## src/rtl/key_event_decoder.sv

```systemverilog
// Turns a stream of ASCII-hex keyboard scan codes into held levels and one-cycle
// press/release pulses for W, A, S, D, ENTER and SPACE.
module key_event_decoder #(
  parameter int unsigned TIMEOUT_CYCLES = 2_000_000
) (
  input  logic        clk,
  input  logic        rst_n,
  input  logic [15:0] key_code,
  input  logic        key_valid,
  output logic [5:0]  key_held,
  output logic [5:0]  key_pressed,
  output logic [5:0]  key_released
);

  localparam int unsigned CW = (TIMEOUT_CYCLES > 2) ? $clog2(TIMEOUT_CYCLES) : 1;
  localparam logic [15:0] CODE_RELEASED = 16'h4630;
  localparam logic [15:0] CODE_EXTENDED = 16'h4530;
  localparam logic [CW-1:0] CNT_LAST = CW'(TIMEOUT_CYCLES - 1);

  typedef enum logic [1:0] {
    IDLE      = 2'd0,
    BREAK     = 2'd1,
    EXT       = 2'd2,
    EXT_BREAK = 2'd3
  } state_t;

  state_t        state_r, next_state_s;
  logic [CW-1:0] cnt_r, cnt_next_s;
  logic [5:0]    held_next_s;
  logic [5:0]    key_mask_s;
  logic          key_hit_s;

  // One-hot mask of the tracked key a code names; zero for any other code.
  function automatic logic [5:0] key_mask(input logic [15:0] code);
    logic [5:0] m;
    case (code)
      16'h3144: m = 6'b000001;
      16'h3143: m = 6'b000010;
      16'h3142: m = 6'b000100;
      16'h3233: m = 6'b001000;
      16'h3541: m = 6'b010000;
      16'h3239: m = 6'b100000;
      default:  m = 6'b000000;
    endcase
    return m;
  endfunction

  // Decode the incoming code against the tracked keys.
  always_comb begin
    key_mask_s = key_mask(key_code);
    key_hit_s  = |key_mask_s;
  end

  // Next-state, next held levels and prefix timeout counter.
  always_comb begin
    next_state_s = state_r;
    held_next_s  = key_held;
    cnt_next_s   = {CW{1'b0}};
    if (key_valid) begin
      case (state_r)
        IDLE: begin
          if (key_code == CODE_RELEASED) begin
            next_state_s = BREAK;
          end else if (key_code == CODE_EXTENDED) begin
            next_state_s = EXT;
          end else begin
            held_next_s = key_held | key_mask_s;
          end
        end
        BREAK: begin
          if (key_hit_s) begin
            held_next_s  = key_held & ~key_mask_s;
            next_state_s = IDLE;
          end else if (key_code == CODE_RELEASED) begin
            next_state_s = BREAK;
          end else if (key_code == CODE_EXTENDED) begin
            next_state_s = EXT;
          end else begin
            next_state_s = IDLE;
          end
        end
        EXT: begin
          if (key_code == CODE_RELEASED) begin
            next_state_s = EXT_BREAK;
          end else begin
            next_state_s = IDLE;
          end
        end
        EXT_BREAK: next_state_s = IDLE;
        default:   next_state_s = IDLE;
      endcase
    end else if (state_r != IDLE) begin
      // An abandoned prefix drops back to IDLE without touching held keys.
      if (cnt_r == CNT_LAST) begin
        next_state_s = IDLE;
      end else begin
        cnt_next_s = cnt_r + CW'(1);
      end
    end else begin
      next_state_s = IDLE;
    end
  end

  // State, counter and registered outputs.
  always_ff @(posedge clk or negedge rst_n) begin
    if (!rst_n) begin
      state_r      <= IDLE;
      cnt_r        <= {CW{1'b0}};
      key_held     <= 6'b000000;
      key_pressed  <= 6'b000000;
      key_released <= 6'b000000;
    end else begin
      state_r      <= next_state_s;
      cnt_r        <= cnt_next_s;
      key_held     <= held_next_s;
      key_pressed  <= held_next_s & ~key_held;
      key_released <= key_held & ~held_next_s;
    end
  end

endmodule

```

## config.mk

```make
export PLATFORM = sky130hd
export DESIGN_NAME = key_event_decoder
export DESIGN_NICKNAME = d
export VERILOG_FILES = /design/src/rtl/key_event_decoder.sv
export SDC_FILE = /design/constraint.sdc
export NUM_CORES = 1
export LEC_CHECK = 0
export ABC_AREA = 0
export CORE_MARGIN = 3
export CORE_UTILIZATION = 30
export DETAILED_ROUTE_END_ITERATION = 16
export GPL_ROUTABILITY_DRIVEN = 0
export GPL_TIMING_DRIVEN = 1
export HOLD_SLACK_MARGIN = 0.1
export SETUP_SLACK_MARGIN = 0.1
export SKIP_CTS_REPAIR_TIMING = 1
export SLEW_MARGIN = 20
export SYNTH_ARGS = -nofsm -noshare
export SYNTH_HDL_FRONTEND = slang
export SYNTH_SLANG_ARGS = --single-unit
```

## constraint.sdc

```tcl
create_clock -name clk -period 5.8 [get_ports clk]
set_input_delay 1.45 -clock clk [delete_from_list [all_inputs] [get_ports clk]]
set_output_delay 1.45 -clock clk [all_outputs]
set_load 0.03 [all_outputs]
```

==> impl_metrics.tcl, run 1 <==
set metrics [dict create \
    synth.area.top_cells "dfrtp_1 (52%), nor4_1 (4.7%), xnor2_1 (3.5%)" \
    ios 37 \
    dieArea_um2 7640 \
    status "finished clean" \
    fin_crit_sh 0.528 \
    final_cell_mix "dfrtp_1 (41), clkdlybuf4s50_1 (35), nor4_1 (15), nor2_1 (15)" \
    ctsLongestPathBuffers 2 \
    wirelength_um 4330 \
    clkLatencyLatePin_ps 290 \
    clock-sinks 41 \
    fin_crit_ps 3060 \
    antenna_found_initial 0 \
    critPathSlowestCell "or3b_2" \
    final_common_cell "dfrtp_1" \
    sw_frac_of_total 0.200 \
    r2r_slack_ps 3660 \
    min_path_type "reg2reg" \
    synth_seq_area_share 0.516 \
    ys_ff_latch 41 \
    worst-path-max-fanout 6 \
    wl_per_cell_um 13.8 \
    setup_ws_ps 2740 \
    r2r-start "cnt_r[0]" \
    seqCellArea_um2 1030 \
    portBuffers 36 \
    p_int_mw 0.472 \
    vias 1625 \
    syn_area_um2 1990 \
    overflow 0 \
    drive_gt1_frac 0.0636 \
    ys_warn_count 0 \
    synth_top_area_frac 0.516 \
    grt_setup_unrepaired "no" \
    setup_viol 0 \
    whs_path_depth 1 \
    hold_path.startpoint "key_held[4]" \
    r2r_end "cnt_r[18]" \
    drt-initial-drc-count 84 \
    worstRegToRegCells 5 \
    fin_util 0.400 \
    grt_pass1_vias 1552 \
    route.detailed.drc 0 \
    nFillCells 618 \
    cts.clk_slew.worst_paths_ps 90 \
    max-vdd-ir-drop_mv 0.125 \
    power.leakage_nw 0.964 \
    syn_area_per_cell_um2 10.0 \
    grt_use_total 0.120 \
    finalSetupTns_ps 0 \
    synthArstFlopShare 1.00 \
    finClkSkew_ps 8.66 \
    die_h_um 87.4 \
    die_w_um 87.4 \
    dpl_worst_slack_ps 2420 \
    cp-start-kind "input port" \
    synthFlopType "dfrtp_1" \
    insertedDiodeCount 0 \
    hpwl_um 3160 \
    cpPeakStageDelay_ps 540 \
    root_buffer "clkbuf_8" \
    max_cap_viol_count 0 \
    ant_nets 0 \
    yosys.area.top_type "dfrtp_1" \
    grt_pass1_wl_um 7240 \
    htree_levels 2 \
    grt_max_degree 42 \
    drv_slew 0 \
    slew_headroom 0.408 \
    yosysUniqueCellTypes 36 \
    finalHoldViolCount 0 \
    crit_type "in2reg" \
    syn_inst 198 \
    cellPowerDensity_nw_per_um2 231 \
    cts_tree "yes" \
    crit_chain "clkdlybuf4s50_1 > nand4bb_1 > or3b_2 > or3_1 > nor4_1" \
    syn_nets 218 \
    initial_core_util 0.312 \
    path_buf_inv 1 \
    crit_arrival_ps 3260 \
    power_frac_comb 0.047 \
    core_region_area_um2 6390 \
    power.share.sequential 0.484 \
    synth_edf_count 0 \
    min_to "key_pressed[4]" \
    worst_pin_slew_ps 888 \
    syn2layout_area_growth_pct 28.4 \
    power_frac_clock 0.469 \
    multi_input_area_um2 895 \
    vias_per_cell 5.19 \
    cp.required_ps 5990 \
    fp-row-count 29 \
    path_delay_family "simple AND/OR/NAND/NOR gates" \
    worstSetupEndpointType "register" \
    cts_buffers 5 \
    max_freq_ghz 0.326 \
    finalPower_mw 0.590 \
    drtPass1Iterations 4 \
    p_switching_mw 0.118 \
    nets 255 \
]
[state kept, by name, summed over array words and instances (netlist names)]
name and flops:
key_pressed 6, cnt_r 21, state_r 2, key_held 6, key_released 6
[worst reg2reg max path, stage by stage (launching register included)]
cell and delay (ps):
dfrtp_1 410, ha_1 250, nand2_1 150, or4_1 670, or4_1 450, a21oi_1 150
[power by group through the flow]
stage               clock, mW  sequential [mW]  combinational [mW]
global placement            0            0.291              0.0278
finish                  0.277            0.286              0.0277
floorplan                   0            0.291             0.00649
global route            0.296            0.286              0.0301
CTS                     0.284            0.286              0.0281
detailed placement          0            0.291              0.0281
[worst max-delay path by stage]
stage / from / endpoint / slack (ps) / cells past startpoint
CTS: key_code[6] / key_released[5] / 2740 / 5
global route: key_code[14] / key_released[3] / 2600 / 5
detailed placement: key_code[6] / key_released[5] / 2420 / 5
finish: key_code[6] / key_released[5] / 2740 / 5
floorplan: key_code[14] / key_released[3] / 2990 / 4
global placement: key_code[14] / key_released[3] / 2440 / 5
[metrics by stage]
| step | area [um^2] | cells | hold WS (ps) |
|---|---|---|---|
| 2_1_floorplan | 1990 | 198 | 476 |
| 3_3_place_gp | 2420 | 305 | 457 |
| 3_5_place_dp | 2420 | 305 | 462 |
| 4_1_cts | 2550 | 313 | 470 |
| 5_1_grt | 2550 | 313 | 479 |
| 6_report | 2550 | 313 | 465 |
[metal layers]
metal  global-route usage  share of wire
met3               0.0255          0.031
met1                0.161           0.47
met2                0.190           0.47
met5                    0              0
met4               0.0474          0.021
[layout make-up]
type	count	share of cell area
Tap cell	77	0.0377
Clock inverter	3	0.0269
Sequential cell	41	0.402
Multi-Input combinational cell	139	0.350
Clock buffer	5	0.0269
Inverter	12	0.0176
Timing Repair Buffer	36	0.139
[cell families (layout without fill, tap and decap cells)]
| group | Yosys count | in the layout | synth area share |
|---|---|---|---|
| AOI/OAI and AO/OA | 21 | 21 | 0.0648 |
| and+or+nand+nor | 100 | 100 | 0.300 |
| buffers and inverters | 18 | 56 | 0.0346 |
| xor gates and xnor gates | 11 | 11 | 0.0484 |
| DFF | 41 | 41 | 0.516 |
| muxes | 6 | 6 | 0.0302 |
| adders and majority gates | 1 | 1 | 0.00629 |
[synthesized netlist by cell type, types with 2 or more instances]
| master | instances |
|---|---|
| a21oi_1 | 8 |
| clkbuf_1 | 5 |
| dfrtp_1 | 41 |
| inv_1 | 12 |
| mux2i_1 | 6 |
| nand2_1 | 9 |
| nand2b_1 | 4 |
| nand3_1 | 9 |
| nand4_1 | 4 |
| nand4bb_1 | 2 |
| nor2_1 | 15 |
| nor2b_1 | 2 |
| nor3_1 | 12 |
| nor4_1 | 15 |
| nor4b_1 | 2 |
| o21ai_0 | 5 |
| o31ai_1 | 3 |
| or3_1 | 9 |
| or3b_2 | 3 |
| or4_1 | 7 |
| xnor2_1 | 8 |
| xor2_1 | 3 |
Note: power is estimated with default switching activity, not from simulation.
==> inputs of run 2 (changes only) <==
clock period = 2.67 ns   (was 5.8 ns; I/O delays follow)
==> run 2 against run 1 <==
Net effect: via count shrank 0.92%; final area is the same; worst hold slack gained 3.6 ps; sequential power grew 120%; non-clock buffer count grew 3; wire length grew 4.3%; first-iteration DRC count shrank 18%.
==> impl_metrics.tcl, run 2 (synthesis gave the netlist of run 1 again) <==
set metrics [dict create \
    cpPeakStageDelay_ps 540 \
    p_int_mw 0.930 \
    max_cap_viol_count 0 \
    place_area_um2 2440 \
    die_h_um 87.4 \
    cts_tree "yes" \
    cts.clk_slew.worst_paths_ps 80 \
    grt_pass1_vias 1594 \
    whs_path_depth 1 \
    antenna_found_initial 0 \
    r2r_slack_ps 540 \
    sw_frac_of_total 0.217 \
    ios 37 \
    worst-path-max-fanout 6 \
    syn2layout_area_growth_pct 28.4 \
    grt_max_degree 42 \
    cp-start-kind "input port" \
    cellPowerDensity_nw_per_um2 465 \
    worstRegToRegCells 5 \
    drive_gt1_frac 0.0753 \
    initial_core_util 0.312 \
    clock-sinks 41 \
    r2r_end "cnt_r[20]" \
    drtPass1Iterations 4 \
    slew_headroom 0.405 \
    grt_setup_unrepaired "no" \
    cp-startpoint "key_code[6]" \
    finalSetupTns_ps 0 \
    fin_crit_sh 0.862 \
    r2r-start "cnt_r[0]" \
    ant_nets 0 \
    route.detailed.drc 0 \
    fp-row-count 29 \
    hold_path.startpoint "key_held[5]" \
    max_freq_ghz 0.435 \
    fin_crit_ps 2300 \
    crit_chain "clkdlybuf4s50_1 > nand4bb_1 > or3b_2 > or3_1 > nor4_1" \
    crit_type "in2reg" \
    nets 258 \
    min_to "key_pressed[5]" \
    root_buffer "clkbuf_8" \
    htree_levels 2 \
    die_w_um 87.4 \
    grt_use_total 0.126 \
    power_frac_comb 0.051 \
    final_cell_mix "dfrtp_1 (41), clkdlybuf4s50_1 (35), nor4_1 (15), nor2_1 (15)" \
    finClkSkew_ps 8.83 \
    portBuffers 36 \
    ctsLongestPathBuffers 2 \
    vias 1610 \
    grt_pass1_wl_um 7640 \
    setup_viol 0 \
    wirelength_um 4520 \
    drv_slew 0 \
    vias_per_cell 5.09 \
    worstSetupEndpointType "register" \
    final_common_cell "dfrtp_1" \
    overflow 0 \
    dpl_worst_slack_ps 37.5 \
    wl_per_cell_um 14.3 \
    core_region_area_um2 6390 \
    insertedDiodeCount 0 \
    regMostFlops "cnt_r" \
    hpwl_um 3240 \
    status "finished clean" \
    setup_ws_ps 369 \
    dieArea_um2 7640 \
    worst_pin_slew_ps 893 \
    largest_reg_flops 21 \
    power_frac_clock 0.427 \
    finalHoldViolCount 0 \
    drt-initial-drc-count 69 \
    crit_arrival_ps 2490 \
    min_path_type "reg2reg" \
    cts_buffers 5 \
    design_area_um2 2550 \
    critPathSlowestCell "or3b_2" \
    clkLatencyLatePin_ps 300 \
    power.leakage_nw 0.963 \
    p_switching_mw 0.257 \
    cp.required_ps 2850 \
    power.share.sequential 0.522 \
    max-vdd-ir-drop_mv 0.210 \
]
[run 2: cell types whose count changed in the layout (fill, tap and decap cells not counted), sizes merged]
| cell | previous run | this run |
|---|---|---|
| buf | 1 | 4 |
| clkinv | 0 | 1 |
| bufinv | 2 | 1 |
| clkinvlp | 0 | 1 |
| inv | 13 | 12 |
[run 2: power by group through the flow]
stage | sequential [mW] | combinational [mW] | clock [mW]
detailed placement | 0.633 | 0.0618 | 0
CTS | 0.620 | 0.0619 | 0.522
global placement | 0.633 | 0.0615 | 0
global route | 0.620 | 0.0672 | 0.555
finish | 0.620 | 0.0604 | 0.507
floorplan | 0.633 | 0.0141 | 0
[run 2: final cells by class]
type / count / area [um^2]
tap: 77 / 96.3
fill: 652 / 3830
multi-input combinational: 139 / 895
clock inverter: 3 / 46.3
timing repair buffer: 39 / 378
clock buffer: 5 / 68.8
sequential: 41 / 1030
inverter: 12 / 45.0
[run 2: stage by stage]
| stage | hold WS, ps | utilization | instances | power, mW |
|---|---|---|---|---|
| after floorplan | 372 | - | 198 | 0.647 |
| after global placement | 455 | 0.382 | 308 | 0.694 |
| after detailed placement | 453 | 0.382 | 308 | 0.695 |
| after CTS | 470 | 0.400 | 316 | 1.20 |
| after global routing | 484 | 0.400 | 316 | 1.24 |
| final | 469 | 0.400 | 316 | 1.19 |
[run 2: worst max-delay path, delay by kind of cell]
family | cells | cell delay, ps
buffers and inverters | 1 | 420
AND/OR/NAND/NOR | 4 | 1390
[run 2: per-layer routing]
layer	up-vias	part of all wire	track usage	routed length [um]
met4	0	0.017	0.0516	79
met5	-	0	0	0
met2	27	0.46	0.196	2080
li1	797	-	-	-
met1	780	0.49	0.172	2230
met3	6	0.027	0.0227	123
[run 2: worst max path at each step]
stage / to / slack [ps] / cells past startpoint
3_3_place_gp: key_released[5] / 100 / 5
4_1_cts: key_released[5] / 360 / 5
2_1_floorplan: key_released[3] / 640 / 4
6_report: key_released[5] / 370 / 5
5_1_grt: key_released[5] / 290 / 5
3_5_place_dp: key_released[5] / 40 / 5
==> inputs of run 3 (changes only) <==
CORE_UTILIZATION = 46   (was 30)
PLACE_DENSITY = 0.75   (was not set)
TNS_END_PERCENT = 5   (was not set)
==> run 3 against run 2 <==
Net effect: clock skew grew 0.71 ps; critical path depth increased by 1; final area decreased by 0.39%; maximum frequency fell by 2.5%; register-to-register slack hardly changed; die area decreased by 33%; worst hold slack lost 11 ps; first-iteration DRC count is 62% higher; total power grew 1.2%; sequential share of layout area grew 0.16 points; clock-buffer cell count grew 2.
==> impl_metrics.tcl, run 3 (synthesis gave the netlist of run 1 again) <==
set metrics [dict create \
    grt_max_degree 42 \
    power_frac_clock 0.433 \
    fin_crit_sh 0.884 \
    portBuffers 36 \
    drtPass1Iterations 4 \
    p_switching_mw 0.245 \
    regMostFlops "cnt_r" \
    initial_core_util 0.487 \
    hpwl_um 2980 \
    sw_frac_of_total 0.204 \
    core_region_area_um2 4090 \
    route.detailed.drc 0 \
    finClkSkew_ps 9.54 \
    worstRegToRegCells 5 \
    die_w_um 71.8 \
    ctsLongestPathBuffers 2 \
    nets 261 \
    worstSetupEndpointType "register" \
    dieArea_um2 5150 \
    syn2layout_area_growth_pct 27.9 \
    overflow 0 \
    ios 37 \
    cts.clk_slew.worst_paths_ps 80 \
    power.share.sequential 0.516 \
    largest_reg_flops 21 \
    final_common_cell "dfrtp_1" \
    drt-initial-drc-count 112 \
    power.leakage_nw 0.982 \
    clock-sinks 41 \
    root_buffer "clkbuf_8" \
    cts_buffers 5 \
    max_freq_ghz 0.424 \
    cellPowerDensity_nw_per_um2 472 \
    grt_setup_unrepaired "no" \
    grt_use_total 0.178 \
    fp-row-count 23 \
    cts_tree "yes" \
    slew_headroom 0.417 \
    grt_pass1_wl_um 7090 \
    grt_pass1_vias 1503 \
    crit_arrival_ps 2580 \
    status "finished clean" \
    finalSetupTns_ps 0 \
    setup_viol 0 \
    vias 1655 \
    p_int_mw 0.956 \
    max-vdd-ir-drop_mv 0.227 \
    antenna_found_initial 0 \
    fin_crit_ps 2360 \
    worst-path-max-fanout 5 \
    insertedDiodeCount 0 \
    wirelength_um 4160 \
    drive_gt1_frac 0.0826 \
    final_cell_mix "dfrtp_1 (41), clkdlybuf4s50_1 (35), nor4_1 (15), nor2_1 (15)" \
    wl_per_cell_um 14.3 \
    max_cap_viol_count 0 \
    clkLatencyLatePin_ps 300 \
    cp.required_ps 2890 \
    die_h_um 71.8 \
    drv_slew 0 \
    htree_levels 2 \
    finalHoldViolCount 0 \
    ant_nets 0 \
    min_path_type "reg2reg" \
    crit_type "in2reg" \
    worst_pin_slew_ps 875 \
    vias_per_cell 5.67 \
    whs_path_depth 1 \
    finalPower_mw 1.20 \
    power_frac_comb 0.051 \
    cp-start-kind "input port" \
]
## run 3: cell types whose count changed in the layout (fill, tap and decap cells not counted), sizes merged
cell	change
clkinv	-1
buf	+3
clkbuf	+2
clkinvlp	-1
## run 3: path summary, 6_finish.rpt
path                        startpoint  slack [ps]             end
setup / recovery           key_code[4]         310     key_held[2]
hold / removal             key_held[1]         460  key_pressed[1]
setup reg to reg              cnt_r[0]         530       cnt_r[18]
hold reg to reg            key_held[1]         460  key_pressed[1]
max in group asynchronous        rst_n        1640     key_held[5]
min in group asynchronous        rst_n         480       cnt_r[19]
## run 3: area by class of cell
cell class	instances	area [um^2]
clock inverters	1	30.0
flip-flops and latches	41	1030
repair buffers	42	400
multi-input cells	139	895
fillers	330	1540
clock buffers	7	86.3
inverters	12	45.0
well taps	50	62.6
## run 3: power groups by stage
stage | clock network (mW) | logic [mW] | registers [mW]
after floorplan | 0 | 0.0141 | 0.633
after global placement | 0 | 0.0614 | 0.633
after detailed placement | 0 | 0.0617 | 0.633
after CTS | 0.526 | 0.0620 | 0.620
after global routing | 0.559 | 0.0682 | 0.620
final | 0.520 | 0.0610 | 0.620
## run 3: metrics by stage
stage	std cells	cell area, um^2	util	worst slack, ps	hold slack [ps]
after floorplan	198	1990	-	642	372
after global placement	284	2430	0.594	76.1	449
after detailed placement	284	2430	0.594	84.2	450
after CTS	292	2540	0.623	335	461
after global routing	292	2540	0.623	298	496
final	292	2540	0.623	311	458
## run 3: layer usage
metal / vias to the layer above / track usage / wire, um
met1: 791 / 0.257 / 1960
li1: 810 / - / -
met2: 49 / 0.257 / 1900
met3: 5 / 0.0463 / 237
met5: - / 0 / 0
met4: 0 / 0.0668 / 69
## run 3: critical path, cell delays in order
cell and delay, ps:
clkdlybuf4s50_1 420, or2_2 310, or3_1 450, nor4_1 390
buf_4 180, mux2i_1 180
==> edit (flow settings as in run 2) <==
Change the parameter `TIMEOUT_CYCLES` from 2_000_000 to 500_000.
--- a/src/rtl/key_event_decoder.sv
+++ b/src/rtl/key_event_decoder.sv
@@ -2,5 +2,5 @@
 // press/release pulses for W, A, S, D, ENTER and SPACE.
 module key_event_decoder #(
-  parameter int unsigned TIMEOUT_CYCLES = 2_000_000
+  parameter int unsigned TIMEOUT_CYCLES = 500_000
 ) (
   input  logic        clk,
Function: no difference found for any inputs over 10 cycles, from zero or initial values and one cycle with rst_n low; that may be too few to reach the edited logic, so the function may still have changed.
==> edit against run 2 <==
- sequential cell count decreased by 2
- cell count decreased by 0.32%
- synthesized area fell by 3.2%
- wire length down 4.7%
- final area is 0.88% higher
- power decreased by 0.74%
- worst setup slack got worse by 0.12 ns
- global-route usage decreased by 0.28 points
- die area fell by 3.0%
==> edit: results (changes against run 2) <==
| Metric | Value |
|---|---|
| Worst hold-check slack | `0.473 ns (was 0.469 ns)` |
| First-pass GRT wire length | `7180 um (was 7640 um)` |
| Inst Count DP | `307 (was 308)` |
| Final setup skew | `0.00750 ns (was 0.00883 ns)` |
| Seq/Total Area, Yosys | `0.507 (was 0.516)` |
| P_sw | `245 uW (was 257 uW)` |
| Syn nets | `208 (was 218)` |
| Layout Utilization | `0.425 (was 0.400)` |
| Worst vdd ir | `301 uV (was 210 uV)` |
| Yosys cell types | `41 (was 36)` |
| Top cells by area, synth | `dfrtp_1, nor2_1, xor2_1, nor4_1, nand2_1 (was dfrtp_1, nor4_1, xnor2_1, mux2i_1, nor3_1)` |
| Pre-CTS setup slack | `-0.0228 ns (was 0.0375 ns)` |
| Comb group | `76.6 uW (was 60.4 uW)` |
| Fin nets | `259 (was 258)` |
| Data arrival, critical path | `2.62 ns (was 2.49 ns)` |
| GRT Total Usage | `0.123 (was 0.126)` |
| Hold Path Class | `in2async (was reg2reg)` |
| Max transition margin | `0.437 (was 0.405)` |
| Worst R2R Start | `cnt_r[10]$_DFF_PN0_ (was cnt_r[0]$_DFF_PN0_)` |
| Post-DP Area | `2460 um2 (was 2440 um2)` |
| Fill cell count | `602 (was 652)` |
| Sequential Power | `590 uW (was 620 uW)` |
| WL/cell | `13.7 um (was 14.3 um)` |
| DP HPWL | `3130 um (was 3240 um)` |
| R2R setup slack | `0.89 ns (was 0.54 ns)` |
| Status | `finished, final reports clean (unchanged)` |
| Crit Path Max Fanout | `2 (was 6)` |
| Synth top area share | `0.507 (was 0.516)` |
| Final wirelength | `4310 um (was 4520 um)` |
| Largest net degree at the start of global routing | `40 (was 42)` |
| Share of cells above drive strength 1 | `0.133 (was 0.0753)` |
| Leakage | `0.00101 uW (was 0.000963 uW)` |
[edit: cell types whose count changed in the layout (fill, tap and decap cells not counted), sizes merged, moves of 6 or more]
cell  before  now
xor2       3    9
buf        4   17
nor3      12    2
nor2      15   22
or3        9    3
[edit: metal layers]
metal	global-route usage	vias up	routed length (um)
met2	0.195	35	2010
li1	-	795	-
met5	0	-	0
met1	0.155	752	2020
met4	0.0504	0	57
met3	0.0384	5	218
[edit: layout make-up]
| class | count | area share |
|---|---|---|
| sequential | 39 | 0.379 |
| multi-input combinational | 134 | 0.345 |
| timing repair buffer | 52 | 0.184 |
| tap | 75 | 0.0364 |
| clock buffer | 6 | 0.0320 |
| clock inverter | 2 | 0.0136 |
| inverter | 7 | 0.0102 |
[edit: logic make-up (layout without fill, tap and decap cells)]
group	after synthesis	in the layout	synth area share
buffers and inverters	15	67	0.0318
AND/OR/NAND/NOR	94	94	0.303
adder cells (fa/ha/maj)	1	1	0.00650
AO/OA/AOI/OAI	24	24	0.0832
XOR/XNOR	14	14	0.0637
multiplexers	1	1	0.00520
flip-flops	39	39	0.507
[edit: worst max path at each step]
stage                             endpoint         from  cells past startpoint  slack, ns
finish              state_r[1]$_DFFE_PN0P_  key_code[6]                      7       0.25
CTS                 state_r[0]$_DFFE_PN0P_  key_code[8]                      5       0.29
global route         key_held[3]$_DFF_PN0_  key_code[1]                      5       0.14
global placement    state_r[1]$_DFFE_PN0P_  key_code[6]                      7      -0.04
floorplan           state_r[0]$_DFFE_PN0P_  key_code[8]                      5       0.52
detailed placement  state_r[0]$_DFFE_PN0P_  key_code[8]                      5      -0.02
[edit: worst max-delay path: stages]
cell	delay, ns
clkdlybuf4s50_1	0.42
buf_4	0.14
nor4bb_1	0.36
nand4_1	0.17
or4b_1	0.55
o21a_1	0.19
o32ai_1	0.11
